===== config.mk =====
export PLATFORM = sky130hd
export DESIGN_NAME = mem_arbiter_rr
export DESIGN_NICKNAME = d
export VERILOG_FILES = /design/src/rtl/mem_arbiter_rr_pkg.sv /design/src/rtl/mem_arbiter_rr_pick.sv /design/src/rtl/mem_arbiter_rr.sv
export SDC_FILE = /design/constraint.sdc
export NUM_CORES = 1
export LEC_CHECK = 0
export BUFFER_PORTS_ARGS = -buffer_cell sky130_fd_sc_hd__buf_2
export CAP_MARGIN = 15
export CORE_AREA = 2 2 273 275
export DETAILED_ROUTE_END_ITERATION = 8
export DIE_AREA = 0 0 275 277
export SYNTH_ARGS = -nofsm -noshare
export SYNTH_HDL_FRONTEND = slang
export SYNTH_SLANG_ARGS = --single-unit

===== constraint.sdc =====
create_clock -name clk -period 3.5 [get_ports clk]
set_input_delay 0.525 -clock clk [delete_from_list [all_inputs] [get_ports clk]]
set_output_delay 0.525 -clock clk [all_outputs]
set_load 0.01 [all_outputs]

===== src/rtl/mem_arbiter_rr_pkg.sv =====
// mem_arbiter_rr_pkg
//   Shared types for the round-robin memory arbiter.
//   - lc3b_word / lc3b_line : default address and line types of the LC-3b
//                             memory hierarchy (sizes become parameter defaults)
//   - arb_state_t           : arbiter FSM encoding
package mem_arbiter_rr_pkg;

    typedef logic [15:0]  lc3b_word;
    typedef logic [127:0] lc3b_line;

    localparam int LC3B_WORD_W = $bits(lc3b_word);
    localparam int LC3B_LINE_W = $bits(lc3b_line);

    typedef enum logic {
        ARB_IDLE = 1'b0,
        ARB_BUSY = 1'b1
    } arb_state_t;

endpackage


===== src/rtl/mem_arbiter_rr_pick.sv =====
// mem_arbiter_rr_pick (rr_pick)
//   Combinational round-robin selector: finds the first set bit of `pending`
//   scanning upward from `rr_ptr`, wrapping modulo N.
// Ports:
//   pending [N-1:0] in  : one bit per requesting client
//   rr_ptr  [W-1:0] in  : highest-priority client index (must be < N)
//   any             out : at least one client is pending
//   pick    [W-1:0] out : selected client index (equals rr_ptr when !any)
module mem_arbiter_rr_pick
    import mem_arbiter_rr_pkg::*;
#(
    parameter int N = 2,
    parameter int W = (N > 1) ? $clog2(N) : 1
) (
    input  logic [N-1:0] pending,
    input  logic [W-1:0] rr_ptr,
    output logic         any,
    output logic [W-1:0] pick
);

    localparam logic [W:0] N_VAL = (W+1)'(N);

    logic [2*N-1:0] doubled;
    logic [2*N-1:0] shifted;
    logic [N-1:0]   rotated;
    logic [W-1:0]   offset;
    logic [W:0]     sum;

    always_comb begin
        // Rotate so that client rr_ptr lands at bit 0. Doubling the vector
        // makes the wrap-around fall out of a plain right shift.
        doubled = {pending, pending};
        shifted = doubled >> rr_ptr;
        rotated = shifted[N-1:0];

        // Lowest set bit of the rotated vector wins.
        offset = '0;
        for (int i = N - 1; i >= 0; i--) begin
            if (rotated[i]) begin
                offset = W'(i);
            end
        end

        // Un-rotate: (offset + rr_ptr) mod N, with one spare bit for the carry.
        sum = {1'b0, offset} + {1'b0, rr_ptr};
        if (sum >= N_VAL) begin
            sum = sum - N_VAL;
        end

        any  = |pending;
        pick = sum[W-1:0];
    end

endmodule


===== src/rtl/mem_arbiter_rr.sv =====
// mem_arbiter_rr
//   Round-robin arbiter sharing one physical-memory port among NUM_CLIENTS
//   cache-side requesters. A grant is registered and held for the whole
//   memory transaction; completion is routed back to the granted client.
//
// Handshake: each client raises req_read or req_write (level) and holds it,
//   with stable req_addr/req_wdata, until it sees its req_resp bit pulse for
//   one cycle; it must drop the request by the following cycle or it will be
//   granted again. On the memory side pmem_read/pmem_write stay high until
//   memory returns a single-cycle pmem_resp; a transaction is never aborted,
//   even if the client withdraws its request while granted.
//
// Ports:
//   clk, reset_n            : clock, asynchronous active-low reset
//   req_read/req_write [N]  : per-client line read / write requests
//   req_addr  [N*AW]        : packed addresses, client i at [i*AW +: AW]
//   req_wdata [N*LW]        : packed write lines, same packing
//   req_resp  [N]           : one-hot completion pulse to the granted client
//   req_rdata [LW]          : read line, valid only alongside req_resp
//   pmem_*                  : physical-memory port
//   grant_valid, grant_id   : FSM state (busy) and current grant, for debug
module mem_arbiter_rr
    import mem_arbiter_rr_pkg::*;
#(
    parameter int NUM_CLIENTS = 2,
    parameter int ADDR_WIDTH  = LC3B_WORD_W,
    parameter int LINE_WIDTH  = LC3B_LINE_W,
    parameter int CLIENT_ID_W = $clog2(NUM_CLIENTS)
) (
    input  logic                              clk,
    input  logic                              reset_n,
    input  logic [NUM_CLIENTS-1:0]            req_read,
    input  logic [NUM_CLIENTS-1:0]            req_write,
    input  logic [NUM_CLIENTS*ADDR_WIDTH-1:0] req_addr,
    input  logic [NUM_CLIENTS*LINE_WIDTH-1:0] req_wdata,
    output logic [NUM_CLIENTS-1:0]            req_resp,
    output logic [LINE_WIDTH-1:0]             req_rdata,
    output logic                              pmem_read,
    output logic                              pmem_write,
    output logic [ADDR_WIDTH-1:0]             pmem_address,
    output logic [LINE_WIDTH-1:0]             pmem_wdata,
    input  logic [LINE_WIDTH-1:0]             pmem_rdata,
    input  logic                              pmem_resp,
    output logic                              grant_valid,
    output logic [CLIENT_ID_W-1:0]            grant_id
);

    localparam logic [CLIENT_ID_W-1:0] LAST_ID = CLIENT_ID_W'(NUM_CLIENTS - 1);

    arb_state_t                state;
    logic [CLIENT_ID_W-1:0]    rr_ptr;
    logic [NUM_CLIENTS-1:0]    pending;
    logic                      pick_any;
    logic [CLIENT_ID_W-1:0]    pick;
    logic                      pick_write;
    logic                      busy;
    logic                      resp_fire;

    assign pending    = req_read | req_write;
    // A client raising both read and write is illegal; read takes precedence.
    assign pick_write = req_write[pick] & ~req_read[pick];
    assign busy       = (state == ARB_BUSY);
    assign resp_fire  = busy & pmem_resp;

    mem_arbiter_rr_pick #(
        .N (NUM_CLIENTS),
        .W (CLIENT_ID_W)
    ) u_rr_pick (
        .pending (pending),
        .rr_ptr  (rr_ptr),
        .any     (pick_any),
        .pick    (pick)
    );

    // pmem_write doubles as the latched op_is_write flag for the transaction;
    // pmem_read is its complement while busy and zero while idle.
    always_ff @(posedge clk or negedge reset_n) begin
        if (!reset_n) begin
            state       <= ARB_IDLE;
            rr_ptr      <= '0;
            grant_id    <= '0;
            pmem_read   <= 1'b0;
            pmem_write  <= 1'b0;
            grant_valid <= 1'b0;
        end else begin
            case (state)
                ARB_IDLE: begin
                    if (pick_any) begin
                        grant_id    <= pick;
                        pmem_read   <= ~pick_write;
                        pmem_write  <= pick_write;
                        grant_valid <= 1'b1;
                        state       <= ARB_BUSY;
                    end
                end
                ARB_BUSY: begin
                    if (pmem_resp) begin
                        pmem_read   <= 1'b0;
                        pmem_write  <= 1'b0;
                        grant_valid <= 1'b0;
                        rr_ptr      <= (grant_id == LAST_ID) ? '0 : grant_id + 1'b1;
                        state       <= ARB_IDLE;
                    end
                end
                default: begin
                    state <= ARB_IDLE;
                end
            endcase
        end
    end

    // Data paths follow the held grant; everything reads zero while idle so
    // nothing stale leaks onto the memory bus or back to the clients.
    always_comb begin
        req_resp     = '0;
        req_rdata    = '0;
        pmem_address = '0;
        pmem_wdata   = '0;
        if (resp_fire) begin
            req_resp[grant_id] = 1'b1;
            req_rdata          = pmem_rdata;
        end
        if (busy) begin
            pmem_address = req_addr[grant_id*ADDR_WIDTH +: ADDR_WIDTH];
            pmem_wdata   = req_wdata[grant_id*LINE_WIDTH +: LINE_WIDTH];
        end
    end

    a_no_read_write_conflict: assert property (
        @(posedge clk) disable iff (!reset_n) (req_read & req_write) == '0
    );

endmodule

Word-level counts from Yosys, hierarchy flattened
Index checks and enable logic that the tools add are counted.

Register bits after elaboration: 6. Input port bits: 423. Word-level logic and storage cells: 53. Output and inout bits: 278.

Bitwise operators: 6. Muxes and demuxes: 24. Add/sub/neg operators: 3. Shifts and indexed selects: 3. Order comparisons: 4. Reductions and logical operators: 5. Eq/ne operators: 2.

Operator list (number): two-way mux 128 bit (2); indexed part select 256 x 9 -> 128 bit (1); indexed part select 32 x 6 -> 16 bit (1); two-way mux 16 bit (1); two-way mux 1 bit (15); case mux 1 bit (2 select lines) (4); AND reduction 2 bit (3); less-than comparator 1 x 2 -> 1 bit (second input constant) (2); inequality test 2 bit (second input constant) (2); right shift 4 x 1 -> 2 bit (1); NOT 1 bit (3); adder 1 x 1 -> 2 bit (1); bitwise AND 1 bit (2); >= comparator 2 bit (second input constant) (1); two-way mux 2 bit (1); bitwise OR 2 bit (1); OR reduction 2 bit (1); adder 1 bit (second input constant) (1); demux 1 bit (select 1 bit) (1); >= comparator 1 bit (second input constant) (1); logical AND 1 bit (1); subtractor 1 bit (second input constant) (1).

Depth between registers and ports, before layout
Depth in word-level cells: 14. Depth in mapped cells: 5. Depth with buffers taken out: 3.

Hierarchy
From an unflattened synthesis, not the netlist that was laid out.

Cell total of the unflattened synthesis: 510. Area total of the unflattened synthesis: 3960.0 sq um.

Modules (own cells, without submodules): mem_arbiter_rr (cells each 506, sequential area each 150.1 sq um, area an instance 3941.3 sq um, instances 1); mem_arbiter_rr_pick (cells each 4, sequential area each 0.0 sq um, area an instance 18.8 sq um, instances 1).

Least setup slack after synthesis
Ideal clock, no wire load.

Kind: register to output. From: register grant_id. To: output pmem_wdata[100]. Cell stages (with the launch flop): 6. Path buffers: 3. Arrival: 1.156 ns. Setup slack: 1.819 ns. Data required time: 2.975 ns. Path through: dfrtp_1 > buf_4 > buf_12 > buf_12 > mux2i_1 > nor2b_1.

Word-level cells in the longest chain between the ends: 2.

Ends and longest elaborated chain: start: declaration (RTL line mem_arbiter_rr.sv:45) `output logic [CLIENT_ID_W-1:0] grant_id`; start signal: assignment (RTL line mem_arbiter_rr.sv:89) `grant_id <= pick;`; indexed part select 256 x 9 -> 128 bit (RTL line mem_arbiter_rr.sv:125) `pmem_wdata = req_wdata[grant_id*LINE_WIDTH +: LINE_WIDTH];`; two-way mux 128 bit (RTL line mem_arbiter_rr.sv:123) `if (busy) begin`; end: declaration (RTL line mem_arbiter_rr.sv:41) `output logic [LINE_WIDTH-1:0] pmem_wdata,`.

No other way between the ends.

Worst setup path after layout
From: register grant_id. To: output pmem_wdata[45].

Same word-level chain as after synthesis.

==> results.yml <==
run_status:
  status: "completed"
sta:
  fin_setup_tns_ns: 0
  setup_violations: 0
  finalCritPeriodShare_pct: 74.9
  period_needed_ns: 2.62
  relSlewSlack_pct: 35.8
  rsz0062_at_grt: "false"
  tightest_slew_ns: 0.963
  max_freq_mhz: 381
  drv_slew: 0
  fin_skew_ns: 0.000212
  finalHoldViolCount: 0
critical_path:
  path_max_fanout: 39
  critPathLaunch: "grant_id$_DFFE_PN0P_"
  rr_startpoint: "busy$_DFF_PN0_"
  cpPeakStageDelay_ns: 0.76
  cp_data_required_time_ns: 2.97
  crit_type: "reg -> out"
  reg2reg_slack_ns: 1.62
  critPathCapture: "pmem_wdata[45]"
  critical-path-slowest-cell: "dfrtp_4"
  endpoint_kind: "output pin"
  r2r_cells: 3
  crit_path_start_kind: "flip-flop"
  cp_cell_sequence: "buf_12 -> mux2i_1 -> nor2b_1 -> buf_2"
  r2r_end: "pmem_write$_DFFE_PN0P_"
  crit_arrival_ns: 2.10
die:
  fp-row-count: 100
  die_width_um: 275
  ioPinCount: 701
  design.core.area_um2: 73600
  die_area_um2: 76200
  die_height_um: 277
  start_util_pct: 5.35
routing:
  ant_nets: 0
  drt-total-wl_um: 26000
  wl_met3_um: 2960
  drt_iter0_drc: 217
  num_vias: 6318
  remaining_drc_errors: 0
  wl_per_cell_um: 12.1
  wl_met2_um: 12900
  top_layer: "met5"
  vias_per_cell: 2.94
  dr.pass1.iters: 4
  wl_met1_um: 9620
finish:
  stdcell_count: 2146
  final_cell_area_um2: 8450
  final_nets: 1591
  final_util_pct: 11.5
  syn2layout_area_growth_pct: 115
  drive_gt1_share_pct: 62.3
power:
  pwr-share-clk_pct: 4.1
  seqPwrFrac_pct: 8.2
  p_total_mw: 4.58
  leakagePower_nw: 5.18
  p_comb_share_pct: 87.6
  p_int_mw: 2.27
  netSwitchingPower_mw: 2.32
  p_per_area_nw_per_um2: 543
  ir_worst_vdd_mv: 0.616
  switching_share_pct: 50.5
grt:
  grt_use_total_pct: 5.91
  grt_pass1_vias: 5755
  grt_pass1_wl_um: 34400
  overflow: 0
  antenna_found_initial: 21
  grt_max_degree: 117
flow_run:
  drv_cap: 0
placed_design:
  placed_cells: 2132
  io_buffers: 700
  gp_congestion: 0.897
  dpl.hpwl_um: 22700
  dpl_cell_area_um2: 8350
clocking:
  clk_pin_slew_ns: 0.03
  cts-root-buf: "clkbuf_16"
  clockBufferDepth: 2
  htreeDepth: 1
  ctsHoldBuffers: 0
  tritoncts: "built"
  post_cts_resized: 0
  cts_buffers: 3
  clock-sinks: 6
  postCtsSetupBuffers: 0
  clock_latency_ns: 0.23
min_path:
  min_path_type: "in -> async"
yosys:
  synth_top_area_share_pct: 36.6
  synthCells: 505
  ys_types: 21
  synth_area_leaders: "mux2i_1 (37%), nor2b_1 (23%), and3_1 (20%)"
  synth_most_common_cell: "nor2b_1"
  synthArstFlopShare_pct: 100
  synth_commonest_cells: "nor2b_1 (145), mux2i_1 (144), and3_1 (129)"
  ys_ff_latch: 6
  ys.flop_type: "dfrtp_1"
  ys_warn_count: 0
  synth_enable_flop_cells: 0
  synth_area_leader_cell: "mux2i_1"
  synthesis.area_um2: 3940
  postSynthAreaPerCell_um2: 7.80
  syn-num-nets: 928
  synth-seq-area-share_pct: 3.81
cell families after synthesis:
logic type	synth area share, %
AND/OR/NAND/NOR	44.7
multiplexers	36.6
buffers and inverters	13.3
AO/OA/AOI/OAI	1.65
flip-flops	3.81
layer usage:
metal  track usage [%]  up-vias
met4              1.84        6
met2              11.1      475
met5                 0        -
met3              1.40       34
met1              6.46     2722
li1                  -     3081
power by group through the flow:
stage | clock network (mW) | registers [mW] | logic [mW]
6_report | 0.189 | 0.378 | 4.02
5_1_grt | 0.198 | 0.410 | 4.35
4_1_cts | 0.191 | 0.384 | 4.04
3_5_place_dp | 0 | 0.386 | 4.03
3_3_place_gp | 0 | 0.382 | 4.02
2_1_floorplan | 0 | 0.133 | 2.98
worst max-delay path, delay by kind of cell (launching register included):
kind	cells	cell delay [ns]
muxes	1	0.43
and+or+nand+nor	1	0.09
buffers and inverters	2	0.49
DFF	1	0.76
cell type report:
cell class,instances,area [um^2]
fill,8515,65100
timing repair buffer,720,3710
multi-input combinational,436,3270
tap,969,1210
sequential,6,158
clock buffer,4,78.8
antenna,10,25.0
inverter,1,3.75
flip-flops by register name, indices dropped and copies added (netlist names):
name         flops
pmem_write       1
pmem_read        1
busy             1
grant_id         1
rr_ptr           1
grant_valid      1
cell usage in the layout, fill, tap and decap left out, drive strengths merged:
master and count:
o21a 1, dfrtp 6, a21oi 2, nor2 5, diode 10, mux2i 144, inv 1, nor2b 145
a21o 2, buf 720, clkbuf 4, o32a 2, and3 129, nand2b 1, and2 1, o32ai 1
nand2 3
how the worst min path moves through the flow:
stage,from,end,depth (start not counted)
4_1_cts,reset_n,pmem_read$_DFFE_PN0P_,1
3_3_place_gp,reset_n,grant_valid$_DFFE_PN0P_,1
5_1_grt,reset_n,pmem_read$_DFFE_PN0P_,1
3_5_place_dp,reset_n,pmem_read$_DFFE_PN0P_,1
2_1_floorplan,reset_n,busy$_DFF_PN0_,0
6_report,reset_n,pmem_read$_DFFE_PN0P_,1
stage by stage:
step,hold slack [ns],setup slack (ns)
floorplan,0.229,1.82
global placement,0.359,1.10
detailed placement,0.358,1.10
CTS,0.121,0.860
global route,0.125,0.743
finish,0.118,0.878
Power figures use the tool's default switching activity.
